File: config.mk
export PLATFORM = sky130hd
export DESIGN_NAME = seq_mul_8bit
export DESIGN_NICKNAME = d
export VERILOG_FILES = /design/src/rtl/seq_mul_8bit.sv
export SDC_FILE = /design/constraint.sdc
export NUM_CORES = 1
export LEC_CHECK = 0
export ABC_AREA = 1
export CORE_MARGIN = 1
export CORE_UTILIZATION = 66
export CTS_BUF_LIST = sky130_fd_sc_hd__clkbuf_4 sky130_fd_sc_hd__clkbuf_8
export DETAILED_ROUTE_END_ITERATION = 10
export DONT_BUFFER_PORTS = 1
export MAX_ROUTING_LAYER = met4
export PLACE_DENSITY = 0.82
export SYNTH_ARGS = -nofsm -noshare
export SYNTH_HDL_FRONTEND = slang
export SYNTH_SLANG_ARGS = --single-unit
File: constraint.sdc
create_clock -name clk -period 3.2 [get_ports clk]
set_input_delay 0.48 -clock clk [delete_from_list [all_inputs] [get_ports clk]]
set_output_delay 0.48 -clock clk [all_outputs]
set_load 0.02 [all_outputs]
File: src/rtl/seq_mul_8bit.sv
// 8x8 unsigned sequential multiplier, shift-and-add LSB first, 16-bit result.
// One multiply takes eight CALC cycles plus one DONE cycle; results back-to-back every 9 cycles.
module seq_mul_8bit (
  input  logic        clk,
  input  logic        rst_n,
  input  logic        start,
  input  logic [7:0]  a,
  input  logic [7:0]  b,
  output logic [15:0] product,
  output logic        busy,
  output logic        done,
  output logic [1:0]  dbg_state_o
);

  // Handshake: start is taken on a rising edge only in IDLE or DONE (a/b captured
  // there); busy marks the 8 CALC cycles; done is a 1-cycle pulse with product valid,
  // and product holds until the next completion.
  typedef enum logic [1:0] {
    ST_IDLE = 2'd0,
    ST_CALC = 2'd1,
    ST_DONE = 2'd2
  } state_t;

  state_t      state_q;
  logic [7:0]  mcand_q;
  logic [7:0]  mplier_q;
  logic [2:0]  cnt_q;
  logic [15:0] acc_q;
  logic [15:0] product_q;
  logic        busy_q;
  logic        done_q;

  logic [15:0] addend_d;
  logic [15:0] acc_d;

  always_comb begin
    addend_d = 16'h0000;
    if (mplier_q[cnt_q]) begin
      addend_d = {8'h00, mcand_q} << cnt_q;
    end
    acc_d = acc_q + addend_d;
  end

  always_ff @(posedge clk or negedge rst_n) begin
    if (!rst_n) begin
      state_q   <= ST_IDLE;
      mcand_q   <= 8'h00;
      mplier_q  <= 8'h00;
      cnt_q     <= 3'd0;
      acc_q     <= 16'h0000;
      product_q <= 16'h0000;
      busy_q    <= 1'b0;
      done_q    <= 1'b0;
    end else begin
      case (state_q)
        ST_IDLE, ST_DONE: begin
          done_q <= 1'b0;
          if (start) begin
            mcand_q  <= a;
            mplier_q <= b;
            acc_q    <= 16'h0000;
            cnt_q    <= 3'd0;
            busy_q   <= 1'b1;
            state_q  <= ST_CALC;
          end else begin
            state_q  <= ST_IDLE;
          end
        end
        ST_CALC: begin
          acc_q <= acc_d;
          cnt_q <= cnt_q + 3'd1;
          // The counter's wrap from 7 marks the last iteration.
          if (cnt_q == 3'd7) begin
            product_q <= acc_d;
            busy_q    <= 1'b0;
            done_q    <= 1'b1;
            state_q   <= ST_DONE;
          end
        end
        default: begin
          state_q <= ST_IDLE;
          busy_q  <= 1'b0;
          done_q  <= 1'b0;
        end
      endcase
    end
  end

  assign product     = product_q;
  assign busy        = busy_q;
  assign done        = done_q;
  assign dbg_state_o = state_q;

endmodule

Word level (Yosys, flattened, before mapping) --
Index checks and enable logic that the tools add are counted.
Storage, ports and cells: output and inout port bits 20, input bits 19, register bits after elaboration 55
Cells by class: multiplexer cells 15, shift operators 1, $lt $le $gt $ge 1, add/subtract/negate cells 2, reduce and logical (&&, ||, !) cells 7, equal/unequal tests 5
Operator list (number):
- $mux W16 | 2
- $pmux W16 S2 | 1
- $add A16 B16 Y16 | 1
- $shl A8 B3 Y16 | 1
- $reduce_and A2 Y1 | 4
- $mux W1 | 6
- $pmux W3 S2 | 1
- $lt A3 B4 Y1 const B | 1
- $ne A2 B2 Y1 const B | 2
- $pmux W2 S2 | 1
- $add A3 B1 Y3 const B | 1
- $bmux W1 S3 | 1
- $eq A3 B3 Y1 const B | 1
- $mux W3 | 1
- $eq A2 B1 Y1 const B | 1
- $eq A2 B2 Y1 const B | 1
- $logic_not A2 Y1 | 1
- $mux W2 | 1
- $pmux W1 S2 | 1
- $reduce_bool A2 Y1 | 1
- $reduce_or A2 Y1 | 1

Longest topological paths before layout --
Gate-level depths: netlist of run 1.
word-level depth 5, depth in mapped cells 19, mapped depth without buffers 18

Worst setup path after synthesis of run 1 --
Ideal clock, no wire load.
path type register to register, from reg cnt_q[0], to reg acc_q[8], cell stages (with the launch flop) 16, arrival 2156 ps, clock period less this slack 2273 ps, buffers on the path 1, library setup time 117 ps, slack 927 ps, cells stage by stage dfrtp_1 -> buf_6 -> o21ai_1 -> o22ai_1 -> nand2_2 -> nor3_1 -> ha_1 -> fa_1 -> nand2_1 -> nand2_1 -> and2_1 -> nand2_1 -> nand2_1 -> xor2_1 -> nand2_1 -> nand2_1
On the way: cells in the longest elaborated chain, start to end 5, elaborated cells between the ends (all ways) 6
Ends and longest elaborated chain:
- from (decl) | line 27 | logic [2:0] cnt_q;
- from (signal assigned) | line 71 | cnt_q <= cnt_q + 3'd1;
- $bmux W1 S3 | line 38 | if (mplier_q[cnt_q]) begin
- $mux W1 (implied by the code) | line 38
- $mux W16 * | line 38
- $add A16 B16 Y16 * | line 41 | acc_d = acc_q + addend_d;
- $pmux W16 S2 * | line 55 | case (state_q)
- to (signal assigned) | line 50 | acc_q <= 16'h0000;
- to (signal assigned) | line 61 | acc_q <= 16'h0000;
- to (signal assigned) | line 70 | acc_q <= acc_d;
- to (decl) | line 28 | logic [15:0] acc_q;
Every way passes the cells marked *; elsewhere a longest branch is shown, timed or not. The select of a mux whose other input is x is not followed. A chain may end at the register's enable or synchronous reset.

Worst setup path after layout of run 1 --
from reg cnt_q[0], to reg acc_q[10]
Same word-level chain as after synthesis.

==> flow_metrics.tcl, run 1 <==
set metrics [dict create \
    outcome "finished, final reports clean" \
    setup-tns-final_ns 0 \
    htreeDepth 2 \
    via_per_inst 5.39 \
    power_density_mw_per_mm2 1250 \
    drc 0 \
    fin_skew_ns 0.00630 \
    power_frac_seq_pct 32.9 \
    critPathBufInv 1 \
    path_clk_slew_ns 0.09 \
    maxSlewViolCount 0 \
    synth_seq_cells 54 \
    die_area_mm2 0.00539 \
    design.core.area_mm2 0.00482 \
    synth_cell_types 30 \
    max-cap-violations 0 \
    crit_fanout 14 \
    syn_area_mm2 0.00337 \
    p_int_mw 2.18 \
    initial_core_util_pct 69.9 \
    synth_commonest_cells "167 x nand2_1, 54 x dfrtp_1, 49 x inv_1" \
    avgSynthCellArea_um2 7.41 \
    postSynthCellCount 455 \
    reg2reg_slack_ns 0.31 \
    drtIter0Drc 198 \
    max_stage_delay_ns 0.60 \
    grt_util_all_layers_pct 30.4 \
    fin_util_pct 73.2 \
    rsz0062_at_grt "no" \
    die_x_um 73.5 \
    dp_hpwl_um 5270 \
    yosysWarnings 0 \
    antenna_cells 0 \
    synth.net_count 492 \
    vdd_drop_max_mv 0.678 \
    setup_viol 0 \
    crit_required_ns 3.40 \
    layout.cells.non_filler 519 \
    portBuffers 0 \
    hold_path.class "in -> async" \
    wl_per_cell_um 13.7 \
    worst-setup-path-type "reg -> reg" \
    hold_viol_final 0 \
    power.total_mw 4.39 \
    wirelength_um 7100 \
    p_sw_mw 2.22 \
    power_frac_comb_pct 56.6 \
    clk_path_buf_depth 2 \
    crit_path_end_kind "flip-flop" \
    finalNetCount 489 \
    crit_top_cell "nand2_1" \
    drtAntennaViolNets 0 \
    cts_root_buf "clkbuf_8" \
    synth_area_leaders "dfrtp_1 40%, nand2_1 19%, ha_1 6.3%" \
    die_height_um 73.5 \
    grt_pass1_wl_um 12200 \
    path_delay_family "simple AND/OR/NAND/NOR gates" \
    grt_max_degree 55 \
    final.period_utilization_pct 90.3 \
    areaGrowthSynthToFinish_pct 4.68 \
    synth_most_common_cell "nand2_1" \
    relSlewSlack_pct 59.2 \
    cts.sinks 54 \
    critPathLaunchType "flip-flop" \
    fin_crit_ns 2.89 \
    yosysSeqAreaShare_pct 40.1 \
    max_freq_mhz 346 \
    gp_congestion 0.924 \
    fill_cells 402 \
    arrival_ns 3.09 \
    synth_ff_type "dfrtp_1" \
    synth_async_sr_flop_share_pct 100 \
    overflow 0 \
    cts_tree "built" \
    clockPowerShare_pct 10.6 \
    row_count 25 \
    path_cells "inv_2 -> o21ai_0 -> o22ai_1 -> nand2_2 -> nor3_1 -> ha_1 -> fa_1 -> nand2_1 -> nand2_1 -> nand3b_1 -> nand2_1 -> nand2_1 -> nand3b_1 -> nand3_1 -> nand2_1" \
    pin_count 39 \
    first_pass_iters 6 \
    cpMaxStageDelayCell "dfrtp_1" \
    yosys.area.top_type "dfrtp_1" \
    tightest_slew_ns 0.611 \
    netSwitchingFraction_pct 50.4 \
    synth_edf_count 0 \
    netlist.area_leader.share_pct 40.1 \
    numCtsBuffers 5 \
    antenna_found_initial 0 \
    cts_setup_buffers 0 \
    leakagePower_nw 1.94 \
    dpl.cell_count 511 \
    grt_pass1_vias 2715 \
    drive_gt1_share_pct 9.29 \
    num_vias 2798 \
    insertion_delay_ns 0.31 \
]
[per-stage QoR]
stage / hold slack [ns] / cell area (um2) / setup slack (ns)
final: 0.0199 / 3530 / 0.311
after detailed placement: 0.186 / 3380 / 0.230
after global routing: 0.0274 / 3530 / 0.0388
after global placement: 0.186 / 3380 / 0.427
after CTS: 0.0298 / 3520 / 0.218
after floorplan: 0.184 / 3370 / 0.927
[power groups by stage]
stage               sequential [mW]  clock [mW]  combinational (mW)
global placement               1.44           0                2.35
floorplan                      1.34           0                2.06
finish                         1.44       0.464                2.49
global route                   1.49       0.495                2.85
detailed placement             1.45           0                2.45
CTS                            1.44       0.472                2.47
[cell type report]
cell class                 count  area [um2]  area share, %
clock buffer                   6        82.6           2.34
clock inverter                 1        30.0          0.851
inverter                      54         206           5.85
multi-input combinational    334        1730           49.0
sequential                    54        1350           38.3
tap                           67        83.8           2.38
timing repair buffer           3        42.5           1.21
[cells by family (layout without fill, tap and decap cells)]
family                   after synthesis  count (layout)  share of synthesized area [%]
adder cells (fa/ha/maj)               18              18                           6.91
flip-flops                            54              54                           40.1
AO/OA/AOI/OAI                         45              45                           7.32
AND/OR/NAND/NOR                      253             253                           31.4
multiplexers                          14              14                           4.68
buffers and inverters                 67              64                           8.58
XOR/XNOR                               4               4                           1.04
[sequential cells by signal, summed over array words and instances, names as in the netlist]
| signal | count |
|---|---|
| acc_q | 16 |
| mplier_q | 8 |
| product | 16 |
| mcand_q | 8 |
| busy | 1 |
| cnt_q | 3 |
| dbg_state_o | 1 |
| done | 1 |
[layout by cell type, fill, tap and decap left out]
cell type   instances
dfrtp_1            53
or2_1               5
ha_1               17
a21oi_1             9
dfrtp_2             1
o22ai_1             2
nor2_4              2
and2_1              1
clkinvlp_4          1
xor2_1              3
fa_1                1
nand2_2             2
buf_16              1
o21ai_2             5
bufinv_16           1
clkbuf_8            6
nor2_1             34
inv_1              48
o21ai_1            16
mux2_2             14
clkinv_1            1
nand4_1             1
nand2_4             1
buf_4               2
xnor2_1             1
nand3b_1            4
nor3_1              7
o21ai_0            13
or2_2               2
nand3_1            27
nand2_1           167
inv_2               4
[final timing paths]
path / startpoint / depth (start not counted) / endpoint
min in group clk: a[2] / 1 / mcand_q[2]
max in group asynchronous: rst_n / 1 / cnt_q[1]
setup / recovery: cnt_q[0] / 15 / acc_q[10]
hold / removal: rst_n / 1 / acc_q[3]
setup reg to reg: cnt_q[0] / 15 / acc_q[10]
hold reg to reg: acc_q[12] / 2 / acc_q[12]
[repair_timing]
action / in CTS / in global routing
hold buffers: 1 / 0
hold endpoints to repair: 54 / 0
resized for setup: 0 / 2
setup endpoints to repair: 0 / 10
[worst reg2reg max path: cells and delay by family (launching register included)]
family | cells | cell delay, ns
buf+inv | 1 | 0.21
flops | 1 | 0.60
compound gates | 2 | 0.33
simple gates | 10 | 1.03
fa+ha+maj | 2 | 0.62
[metal layers]
metal | up-vias | track usage [%] | share of wire (%)
li1 | 1421 | - | -
met1 | 1277 | 41.6 | 47
met2 | 88 | 47.5 | 46
met3 | 12 | 3.43 | 5.5
met4 | 0 | 9.83 | 1.7
met5 | - | - | 0
(Power assumes the default switching activity.)
==> inputs of run 2 (changes only) <==
Settings changed: ABC_AREA 1 to default.
==> run 2 against run 1 <==
Against the previous run:
- flip-flop and latch count stayed put
- die area shrank 8.6%
- synthesized area shrank 8.9%
- clock skew shrank 0.0016 ns
- non-clock buffer count rose by 12
- wire length down 17%
- global-route usage fell by 3.7 points
- via count is 22% lower
- largest cell class unchanged
- highest routed layer unchanged
==> flow_metrics.tcl, run 2 <==
set metrics [dict create \
    synth_edf_count 0 \
    path_clk_slew_ns 0.09 \
    netlist.area_leader.share_pct 44.0 \
    design.core.area_mm2 0.00441 \
    grt_pass1_vias 2150 \
    wirelength_um 5890 \
    wl_per_cell_um 16.1 \
    final_cell_mix "53 x dfrtp_1, 40 x nand2_1, 26 x nor2_1" \
    setup-tns-final_ns 0 \
    final-seq-area_mm2 0.00135 \
    max_stage_delay_ns 0.56 \
    setup_viol 0 \
    row_count 24 \
    dpl_cell_area_mm2 0.00311 \
    die_x_um 70.2 \
    initial_core_util_pct 69.6 \
    crit_required_ns 3.36 \
    outcome "finished, final reports clean" \
    synth_commonest_cells "54 x dfrtp_1, 41 x nand2_1, 26 x nor2_1" \
    portBuffers 0 \
    worst-setup-path-type "reg -> reg" \
    yosysSeqAreaShare_pct 44.0 \
    avgSynthCellArea_um2 9.97 \
    via_per_inst 5.97 \
    numCtsBuffers 5 \
    drive_gt1_share_pct 19.7 \
    num_vias 2191 \
    antenna_cells 0 \
    hold_viol_final 0 \
    dpl.cell_count 354 \
    synth_seq_cells 54 \
    max_freq_mhz 320 \
    cts.sinks 54 \
    die_area_mm2 0.00493 \
    yosys.area.top_type "dfrtp_1" \
    fill_cells 312 \
    synth_cell_types 43 \
    relSlewSlack_pct 55.3 \
    dp_slack_ns -0.0651 \
    first_pass_iters 4 \
    crit_path_end_kind "flip-flop" \
    die_height_um 70.2 \
    arrival_ns 3.29 \
    pin_count 39 \
    antenna_found_initial 0 \
    layout.cells.non_filler 367 \
    cts_root_buf "clkbuf_8" \
    drc 0 \
    syn_area_mm2 0.00307 \
    synth_ff_type "dfrtp_1" \
    insertion_delay_ns 0.30 \
    overflow 0 \
    yosysWarnings 0 \
    cts_tree "built" \
    clk_path_buf_depth 2 \
    synth_area_leaders "dfrtp_1 44%, mux2_2 7.0%, ha_1 6.9%" \
    synth_async_sr_flop_share_pct 100 \
    hold_path.class "in -> async" \
    path_cells "mux4_2 -> nand2_4 -> nor3_2 -> ha_2 -> fa_2 -> a21o_1 -> a221oi_4 -> and3b_1 -> or3_4 -> xnor2_2 -> o21ai_1" \
    tightest_slew_ns 0.670 \
    gp_congestion 0.872 \
    critPathLaunchType "flip-flop" \
    cpMaxStageDelayCell "mux4_2" \
    rsz0062_at_grt "yes" \
    dp_hpwl_um 4240 \
    grt_pass1_wl_um 10000 \
    fin_crit_ns 3.13 \
    fin_skew_ns 0.00465 \
    multi_input_area_mm2 0.00167 \
    final_common_cell "dfrtp_1" \
    drtIter0Drc 99 \
    synth.net_count 345 \
    max-cap-violations 0 \
    final.period_utilization_pct 97.8 \
    postSynthCellCount 308 \
    grt_max_degree 55 \
    areaGrowthSynthToFinish_pct 9.01 \
    drtAntennaViolNets 0 \
    htreeDepth 2 \
    fin_area_mm2 0.00335 \
    grt_util_all_layers_pct 26.7 \
    crit_fanout 6 \
    maxSlewViolCount 0 \
    finalNetCount 351 \
    synth_most_common_cell "dfrtp_1" \
    critPathBufInv 0 \
    fin_ws_ns 0.0717 \
    path_delay_family "simple AND/OR/NAND/NOR gates" \
]
[run 2: cell types whose count changed after synthesis, moves of 6 or more]
cell / change
nand2_1: -126
inv_1: -43
nand3_1: -23
a21oi_1: +9
a31oi_1: +8
clkbuf_1: +8
nor2_1: -8
xnor2_1: +8
mux2i_1: +6
o21ai_1: +6
[run 2: per-layer routing]
layer	vias to the layer above	GRT usage, %	wire length (um)
li1	1090	-	-
met1	1032	35.8	2650
met2	61	42.2	2920
met3	8	4.91	249
met4	0	7.33	74
met5	-	-	0
[run 2: per-stage QoR]
stage                     utilization, %  hold WS, ns
after floorplan                        -        0.184
after global placement              70.5        0.186
after detailed placement            70.5        0.186
after CTS                           73.7       0.0270
after global routing                75.8       0.0323
final                               75.8       0.0224
[run 2: repair_timing]
item | CTS | global route
resized for setup | 3 | 14
setup buffers | 1 | 3
hold buffers | 1 | 0
pin swaps | 0 | 12
endpoints found under the setup margin | 10 | 16
endpoints found under the hold margin | 54 | 0
[run 2: worst reg2reg max path, cell delays in order, from the launching register on]
cell and delay [ns]:
dfrtp_2 0.44, mux4_2 0.57, nand2_4 0.10, nor3_2 0.05, ha_2 0.18, fa_2 0.35
a21o_1 0.22, a221oi_4 0.29, and3b_1 0.21, or3_4 0.33, xnor2_2 0.17, o21ai_1 0.08
[run 2: path summary, 6_finish.rpt]
path	endpoint	cells after the start	startpoint	slack [ns]
min in group clk	mplier_q[4]	1	b[4]	0.32
worst max register to register	acc_q[10]	11	cnt_q[0]	0.07
worst min-delay path	acc_q[2]	1	rst_n	0.02
worst max-delay path	acc_q[10]	11	cnt_q[0]	0.07
worst min register to register	acc_q[11]	2	acc_q[11]	0.50
max in group asynchronous	cnt_q[0]	1	rst_n	2.95
[run 2: cell type report]
type                            instances  area share (%)
Sequential cell                        54            40.4
Timing Repair Buffer                   15            4.07
Clock inverter                          1           0.262
Tap cell                               52            1.94
Inverter                                6           0.673
Multi-Input combinational cell        232            49.9
Clock buffer                            7            2.69
[run 2: cell families after synthesis]
group | Yosys count | synth area share (%)
AND/OR/NAND/NOR | 94 | 13.9
AO/OA/AOI/OAI | 77 | 15.2
flip-flops | 54 | 44.0
multiplexers | 29 | 11.1
buffers and inverters | 22 | 3.87
adder cells (fa/ha/maj) | 18 | 7.58
XOR/XNOR | 14 | 4.24
Power of run 2 is not shown: default switching activity piles up to over one toggle a cycle in this logic, so the estimate is an artifact.
